### config.mk
export PLATFORM = sky130hd
export DESIGN_NAME = alu_exec_flat
export DESIGN_NICKNAME = d
export VERILOG_FILES = /design/src/rtl/alu_pkg.sv /design/src/rtl/alu_exec_if.sv /design/src/rtl/alu_shift_step.sv /design/src/rtl/alu_exec.sv /design/src/flat_wrapper.sv
export SDC_FILE = /design/constraint.sdc
export NUM_CORES = 1
export LEC_CHECK = 0
export CAP_MARGIN = 40
export CELL_PAD_IN_SITES_DETAIL_PLACEMENT = 1
export CELL_PAD_IN_SITES_GLOBAL_PLACEMENT = 1
export CORE_ASPECT_RATIO = 1.1
export CORE_MARGIN = 1.5
export CORE_UTILIZATION = 46
export CTS_CLUSTER_DIAMETER = 60
export CTS_CLUSTER_SIZE = 20
export DETAILED_ROUTE_END_ITERATION = 12
export HOLD_SLACK_MARGIN = 0.15
export PLACE_DENSITY_LB_ADDON = 0.25
export SETUP_SLACK_MARGIN = 0.15
export SYNTH_ARGS = -nofsm -noshare
export SYNTH_HDL_FRONTEND = slang
export SYNTH_SLANG_ARGS = --single-unit
### constraint.sdc
create_clock -name clk -period 12.55 [get_ports clk]
set_clock_uncertainty 0.1 [all_clocks]
set_input_delay 1.8825 -clock clk [delete_from_list [all_inputs] [get_ports clk]]
set_output_delay 1.8825 -clock clk [all_outputs]
set_load 0.05 [all_outputs]
### src/rtl/alu_pkg.sv
// alu_pkg: shared ALU_sel codes, FSM state encoding, shift kinds and width defaults for alu_exec and the ALU control decoder
package alu_pkg;
  localparam int ALU_XLEN = 32;
  localparam int ALU_SHW = $clog2(ALU_XLEN);
  localparam logic [3:0] ALU_AND = 4'd0;
  localparam logic [3:0] ALU_OR = 4'd1;
  localparam logic [3:0] ALU_XOR = 4'd2;
  localparam logic [3:0] ALU_ADD = 4'd3;
  localparam logic [3:0] ALU_SUB = 4'd4;
  localparam logic [3:0] ALU_SLT = 4'd5;
  localparam logic [3:0] ALU_SLTU = 4'd6;
  localparam logic [3:0] ALU_SLL_I = 4'd7;
  localparam logic [3:0] ALU_SRL_I = 4'd8;
  localparam logic [3:0] ALU_SRA_I = 4'd9;
  localparam logic [3:0] ALU_SLL_R = 4'd10;
  localparam logic [3:0] ALU_SRL_R = 4'd11;
  localparam logic [3:0] ALU_SRA_R = 4'd12;
  localparam logic [1:0] ST_IDLE = 2'd0;
  localparam logic [1:0] ST_SHIFT = 2'd1;
  localparam logic [1:0] ST_DONE = 2'd2;
  localparam logic [1:0] SH_SLL = 2'd0;
  localparam logic [1:0] SH_SRL = 2'd1;
  localparam logic [1:0] SH_SRA = 2'd2;
  function automatic logic is_shift(input logic [3:0] sel);
    return sel >= ALU_SLL_I && sel <= ALU_SRA_R;
  endfunction
  function automatic logic [1:0] shift_kind(input logic [3:0] sel);
    return (sel == ALU_SLL_I || sel == ALU_SLL_R) ? SH_SLL :
           (sel == ALU_SRL_I || sel == ALU_SRL_R) ? SH_SRL : SH_SRA;
  endfunction
endpackage

### src/rtl/alu_exec_if.sv
// alu_exec_if: operand/result handshake bundle; master = ID/EX producer plus writeback consumer, slave = alu_exec
interface alu_exec_if #(parameter int XLEN = 32);
  logic in_valid;
  logic in_ready;
  logic [3:0] alu_sel;
  logic [XLEN-1:0] a;
  logic [XLEN-1:0] b;
  logic out_valid;
  logic out_ready;
  logic [XLEN-1:0] result;
  logic zero;
  logic busy;
  modport master(output in_valid, alu_sel, a, b, out_ready, input in_ready, out_valid, result, zero, busy);
  modport slave(input in_valid, alu_sel, a, b, out_ready, output in_ready, out_valid, result, zero, busy);
endinterface

### src/rtl/alu_shift_step.sv
// alu_shift_step: combinational one-bit shifter (d in, q out; kind selects SLL/SRL/SRA)
module alu_shift_step import alu_pkg::*; #(
  parameter int XLEN = ALU_XLEN
) (
  input  logic [XLEN-1:0] d,
  input  logic [1:0]      kind,
  output logic [XLEN-1:0] q
);
  always_comb
    q = kind == SH_SLL ? {d[XLEN-2:0], 1'b0} :
        kind == SH_SRL ? {1'b0, d[XLEN-1:1]} : {d[XLEN-1], d[XLEN-1:1]};
endmodule

### src/rtl/alu_exec.sv
// alu_exec: multi-cycle execute unit (clk, rst_n async low, bus slave: in handshake with alu_sel/a/b, out handshake with result/zero, busy)
module alu_exec import alu_pkg::*; #(
  parameter int XLEN = ALU_XLEN,
  parameter int SHW = $clog2(XLEN)
) (
  input logic      clk,
  input logic      rst_n,
  alu_exec_if.slave bus
);
  logic [1:0] state_q, state_d;
  logic [XLEN-1:0] result_q, result_d;
  logic zero_q, zero_d;
  logic [XLEN-1:0] work_q, work_d;
  logic [SHW-1:0] cnt_q, cnt_d;
  logic [1:0] kind_q, kind_d;
  logic [XLEN-1:0] step;
  logic [XLEN-1:0] alu_val;
  logic [SHW-1:0] shamt;
  alu_shift_step #(.XLEN(XLEN)) u_step (.d(work_q), .kind(kind_q), .q(step));
  assign shamt = bus.b[SHW-1:0];
  always_comb
    alu_val = bus.alu_sel == ALU_AND  ? bus.a & bus.b :
              bus.alu_sel == ALU_OR   ? bus.a | bus.b :
              bus.alu_sel == ALU_XOR  ? bus.a ^ bus.b :
              bus.alu_sel == ALU_ADD  ? bus.a + bus.b :
              bus.alu_sel == ALU_SUB  ? bus.a - bus.b :
              bus.alu_sel == ALU_SLT  ? XLEN'($signed(bus.a) < $signed(bus.b)) :
              bus.alu_sel == ALU_SLTU ? XLEN'(bus.a < bus.b) :
              is_shift(bus.alu_sel)   ? bus.a : '0;
  // zero tracks the value loaded into result, so it is derived from result_d
  always_comb begin
    state_d = state_q;
    result_d = result_q;
    work_d = work_q;
    cnt_d = cnt_q;
    kind_d = kind_q;
    if (state_q == ST_IDLE && bus.in_valid) begin
      if (is_shift(bus.alu_sel) && shamt != '0) begin
        work_d = bus.a;
        cnt_d = shamt;
        kind_d = shift_kind(bus.alu_sel);
        state_d = ST_SHIFT;
      end else begin
        result_d = alu_val;
        state_d = ST_DONE;
      end
    end else if (state_q == ST_SHIFT) begin
      work_d = step;
      cnt_d = cnt_q - SHW'(1);
      if (cnt_q == SHW'(1)) begin
        result_d = step;
        state_d = ST_DONE;
      end
    end else if (state_q == ST_DONE && bus.out_ready) begin
      state_d = ST_IDLE;
    end
    zero_d = result_d == '0;
  end
  always_ff @(posedge clk or negedge rst_n)
    if (!rst_n) begin
      state_q <= ST_IDLE;
      result_q <= '0;
      zero_q <= 1'b1;
      work_q <= '0;
      cnt_q <= '0;
      kind_q <= SH_SLL;
    end else begin
      state_q <= state_d;
      result_q <= result_d;
      zero_q <= zero_d;
      work_q <= work_d;
      cnt_q <= cnt_d;
      kind_q <= kind_d;
    end
  assign bus.in_ready = state_q == ST_IDLE;
  assign bus.out_valid = state_q == ST_DONE;
  assign bus.busy = state_q != ST_IDLE;
  assign bus.result = result_q;
  assign bus.zero = zero_q;
endmodule

### src/flat_wrapper.sv
// flat-port wrapper written by rule: the top's interface ports become plain ports
module alu_exec_flat import alu_pkg::*;
#(
  parameter int XLEN = ALU_XLEN,
  parameter int SHW = $clog2(XLEN)
)
  (clk, rst_n, bus_in_valid, bus_alu_sel, bus_a, bus_b, bus_out_ready, bus_in_ready, bus_out_valid, bus_result, bus_zero, bus_busy);
  alu_exec_if #(.XLEN(XLEN)) bus_i ();
  input logic clk;
  input logic rst_n;
  input wire logic [$bits(bus_i.in_valid)-1:0] bus_in_valid;
  input wire logic [$bits(bus_i.alu_sel)-1:0] bus_alu_sel;
  input wire logic [$bits(bus_i.a)-1:0] bus_a;
  input wire logic [$bits(bus_i.b)-1:0] bus_b;
  input wire logic [$bits(bus_i.out_ready)-1:0] bus_out_ready;
  output wire logic [$bits(bus_i.in_ready)-1:0] bus_in_ready;
  output wire logic [$bits(bus_i.out_valid)-1:0] bus_out_valid;
  output wire logic [$bits(bus_i.result)-1:0] bus_result;
  output wire logic [$bits(bus_i.zero)-1:0] bus_zero;
  output wire logic [$bits(bus_i.busy)-1:0] bus_busy;
  assign bus_i.in_valid = bus_in_valid;
  assign bus_i.alu_sel = bus_alu_sel;
  assign bus_i.a = bus_a;
  assign bus_i.b = bus_b;
  assign bus_i.out_ready = bus_out_ready;
  assign bus_in_ready = bus_i.in_ready;
  assign bus_out_valid = bus_i.out_valid;
  assign bus_result = bus_i.result;
  assign bus_zero = bus_i.zero;
  assign bus_busy = bus_i.busy;
  alu_exec #(.XLEN(XLEN), .SHW(SHW)) u_core (.clk(clk), .rst_n(rst_n), .bus(bus_i));
endmodule
==> results.md <==
* Switching share of power at 0.430
* Kind of critical path: input pin to flip-flop
* Cell Area, Synth at 10000 um2
* Synth area leader: dfrtp_1
* Top cells by area, synth: dfrtp_1, ha_1, a21oi_1, nor2_1, o21ai_0
* Post-synth EDFFs at 0
* Top cells by count, synth: a21oi_1, nor2_1, nand2_1, inv_1, o21ai_0
* Layout overhead on the synthesized area at 15.7%
* Routed Antenna Nets at 0
* Clk buf depth at 2
* Max_cap viols at 0
* Final setup viols at 0
* Clock Power Share at 0.284
* # DRC at 0
* Ports at between 100 and 150
* Final instance area at 11600 um2
* Power Total at 949 uW
* CTS tree: done
* Worst path arrival time at between 7 and 8 ns
* Total Neg Setup Slack at 0 ns
* Leak at 5.08 nW
* Comb pwr share at 0.438
* Share of flip-flops with an asynchronous set or reset at 1.00
* Hold Fails Final Rpt at 0
* Max-slew violation count at 0
* P_sw at 408 uW
* Inserted Clock Buffers at 9
* Post-synthesis cell type count at 84
* Vias in the first global route at about 12000
* Reg-to-reg startpoint: u_core.state_q[1]
* Critical Path RT at 12.72 ns
* Critical path capture point type: flip-flop
* Gr usage total at 0.427
* Hold path startpoint: u_core.bus.result[5]
* Die area at 22700 um2
* Routed WL per cell at 27.6 um
* Detailed Route WL at a little under 50000 um
* Post-DP HPWL at 35700 um
* Yosys Warn Count at 0
* #FFs+latches synth at 74
* Outcome: finished clean
* Largest net degree at the start of global routing at 73
* Root Driver: clkbuf_16
* Worst-skew pair later-pin latency at 0.36 ns
* Post-route clock period utilization at 0.593
* Via Count at 12000
* Final GP Congestion at 1.01
* Congestion Overflow GR at 0
* Slew @ Worst Pin at a little over 0.8 ns
* Die Ht at 158 um
* Port bufs at about 110
* Share of cells above drive strength 1 at 0.0561
* Sequential cell area fraction in the yosys report at 0.185
* Most frequent cell after synthesis: a21oi_1
* Max-slew headroom at 0.443
* Tmin final at 7.44 ns
* RSZ-0062 raised after global routing: no
* Startpoint types: input pin
* Area of placed instances at 11300 um2
* Post-synth top area share at 0.182
* Placed cells at between 1500 and 2000
* Synth Flop Type: dfrtp_1
* Reg power frac at 0.278
* DR vias/cell at 6.85
* Fmax at 134 MHz
* Avg Cell Area, Syn at ~7.1 um2
* Sinks on Clock Net at 74
* CP max FO at 17
* Die width at between 100 and 150 um
* Site Rows at 56
* Final net count at 1630
* Initial antenna violation count at 0
* CTS H-tree lvls at 3
* Final Core Density at 0.543
* Net Count, Synth at 1582
* Inserted Diodes at 0
* Non-Filler Instances at 1752
* First-pass GRT wire length at between 70000 and 80000 um
* Core area at 21400 um2
* Critical path origin: bus_alu_sel[2]
* Pint at 541 uW
* Hold_buf cts at 0
* PwrDens at a little over 80 nW/um2
* Gates resized, CTS repair at 0
* Flop-to-flop setup slack at 7.03 ns
* 1st-iter DRT viols at 1200
* DRT Pass-1 Iters at 5
* Hold crit path type: flip-flop to flip-flop
* Initial Util at 0.469
* Post-Syn Instances at approximately 1400
* Worst vdd ir at 0.0674 mV
* Clock transition at the registers of the reported paths at 0.07 ns
* Setup Buffers After CTS at 0
layout make-up:
class	count	area, um2
clock inverter	4	26.3
fill	2759	9770
clock buffer	11	253
tap	290	363
inverter	107	402
sequential	74	1850
multi-input combinational	1129	7410
timing repair buffer	137	1300
path summary, 6_finish.rpt:
check | cells after the start | to
max reg2reg | 12 | u_core.bus.zero
min | 2 | u_core.bus.result[5]
min in group asynchronous | 1 | u_core.work_q[28]
min reg2reg | 2 | u_core.bus.result[5]
max | 14 | u_core.bus.zero
max in group asynchronous | 2 | u_core.work_q[13]
placed cells by master, fill, tap and decap left out, drive strengths merged, types with 12 or more instances in the layout:
cell / n
a21oi: 189
nor2: 150
nand2: 107
inv: 105
o21ai: 105
clkdlybuf4s50: 104
ha: 98
dfrtp: 73
buf: 33
o22ai: 32
mux2i: 25
nor4: 23
nor3: 22
nand3: 21
o211ai: 21
xnor2: 20
a21o: 18
a31oi: 18
nor2b: 17
a211oi: 17
nand2b: 16
o31ai: 14
nand4: 12
or4: 12
a221o: 12
power by group through the flow:
stage               combinational [mW]  sequential, mW  clock (mW)
floorplan                        0.235           0.284           0
global placement                 0.392           0.267           0
detailed placement               0.402           0.268           0
CTS                              0.405           0.263       0.269
global route                     0.444           0.265       0.277
finish                           0.416           0.264       0.269
cells by family (layout without fill, tap and decap cells):
family | count (synthesis) | in the layout | synth area share
xor gates and xnor gates | 23 | 23 | 0.0201
buffers and inverters | 207 | 259 | 0.0811
and+or+nand+nor | 426 | 426 | 0.205
adders and majority gates | 100 | 100 | 0.126
DFF | 74 | 74 | 0.185
muxes | 34 | 34 | 0.0351
AOI/OAI and AO/OA | 546 | 546 | 0.347
through the flow:
| step | hold slack [ns] | setup WS, ns |
|---|---|---|
| finish | 0.434 | 5.11 |
| global route | 0.456 | 4.95 |
| CTS | 0.430 | 5.20 |
| detailed placement | 0.404 | 4.83 |
| global placement | 0.409 | 4.89 |
| floorplan | 0.395 | 6.21 |
worst max-delay path, stage by stage:
cell	delay (ns)
clkdlybuf4s50_1	0.79
or4b_1	0.75
buf_4	0.34
nor2_1	0.08
a2111oi_0	0.44
a221oi_1	0.18
a221o_1	0.31
or4_1	0.48
nor4b_1	0.24
or4b_1	0.47
or4_1	0.52
or4_1	0.54
or4_1	0.43
nor4_2	0.16
registers in the layout, indices dropped and copies added (netlist names):
signal and cells:
u_core.bus.result 32, u_core.bus.zero 1, u_core.cnt_q 5, u_core.kind_q 2, u_core.state_q 2, u_core.work_q 32
per-layer routing:
layer  part of all wire  GRT usage  vias up
met2               0.46      0.701      666
li1                   -          -     5256
met3              0.082     0.0768      217
met4              0.067      0.261        0
met5                  0          0        -
met1               0.39      0.519     5868
No activity file was read; power rests on OpenSTA's default activity.
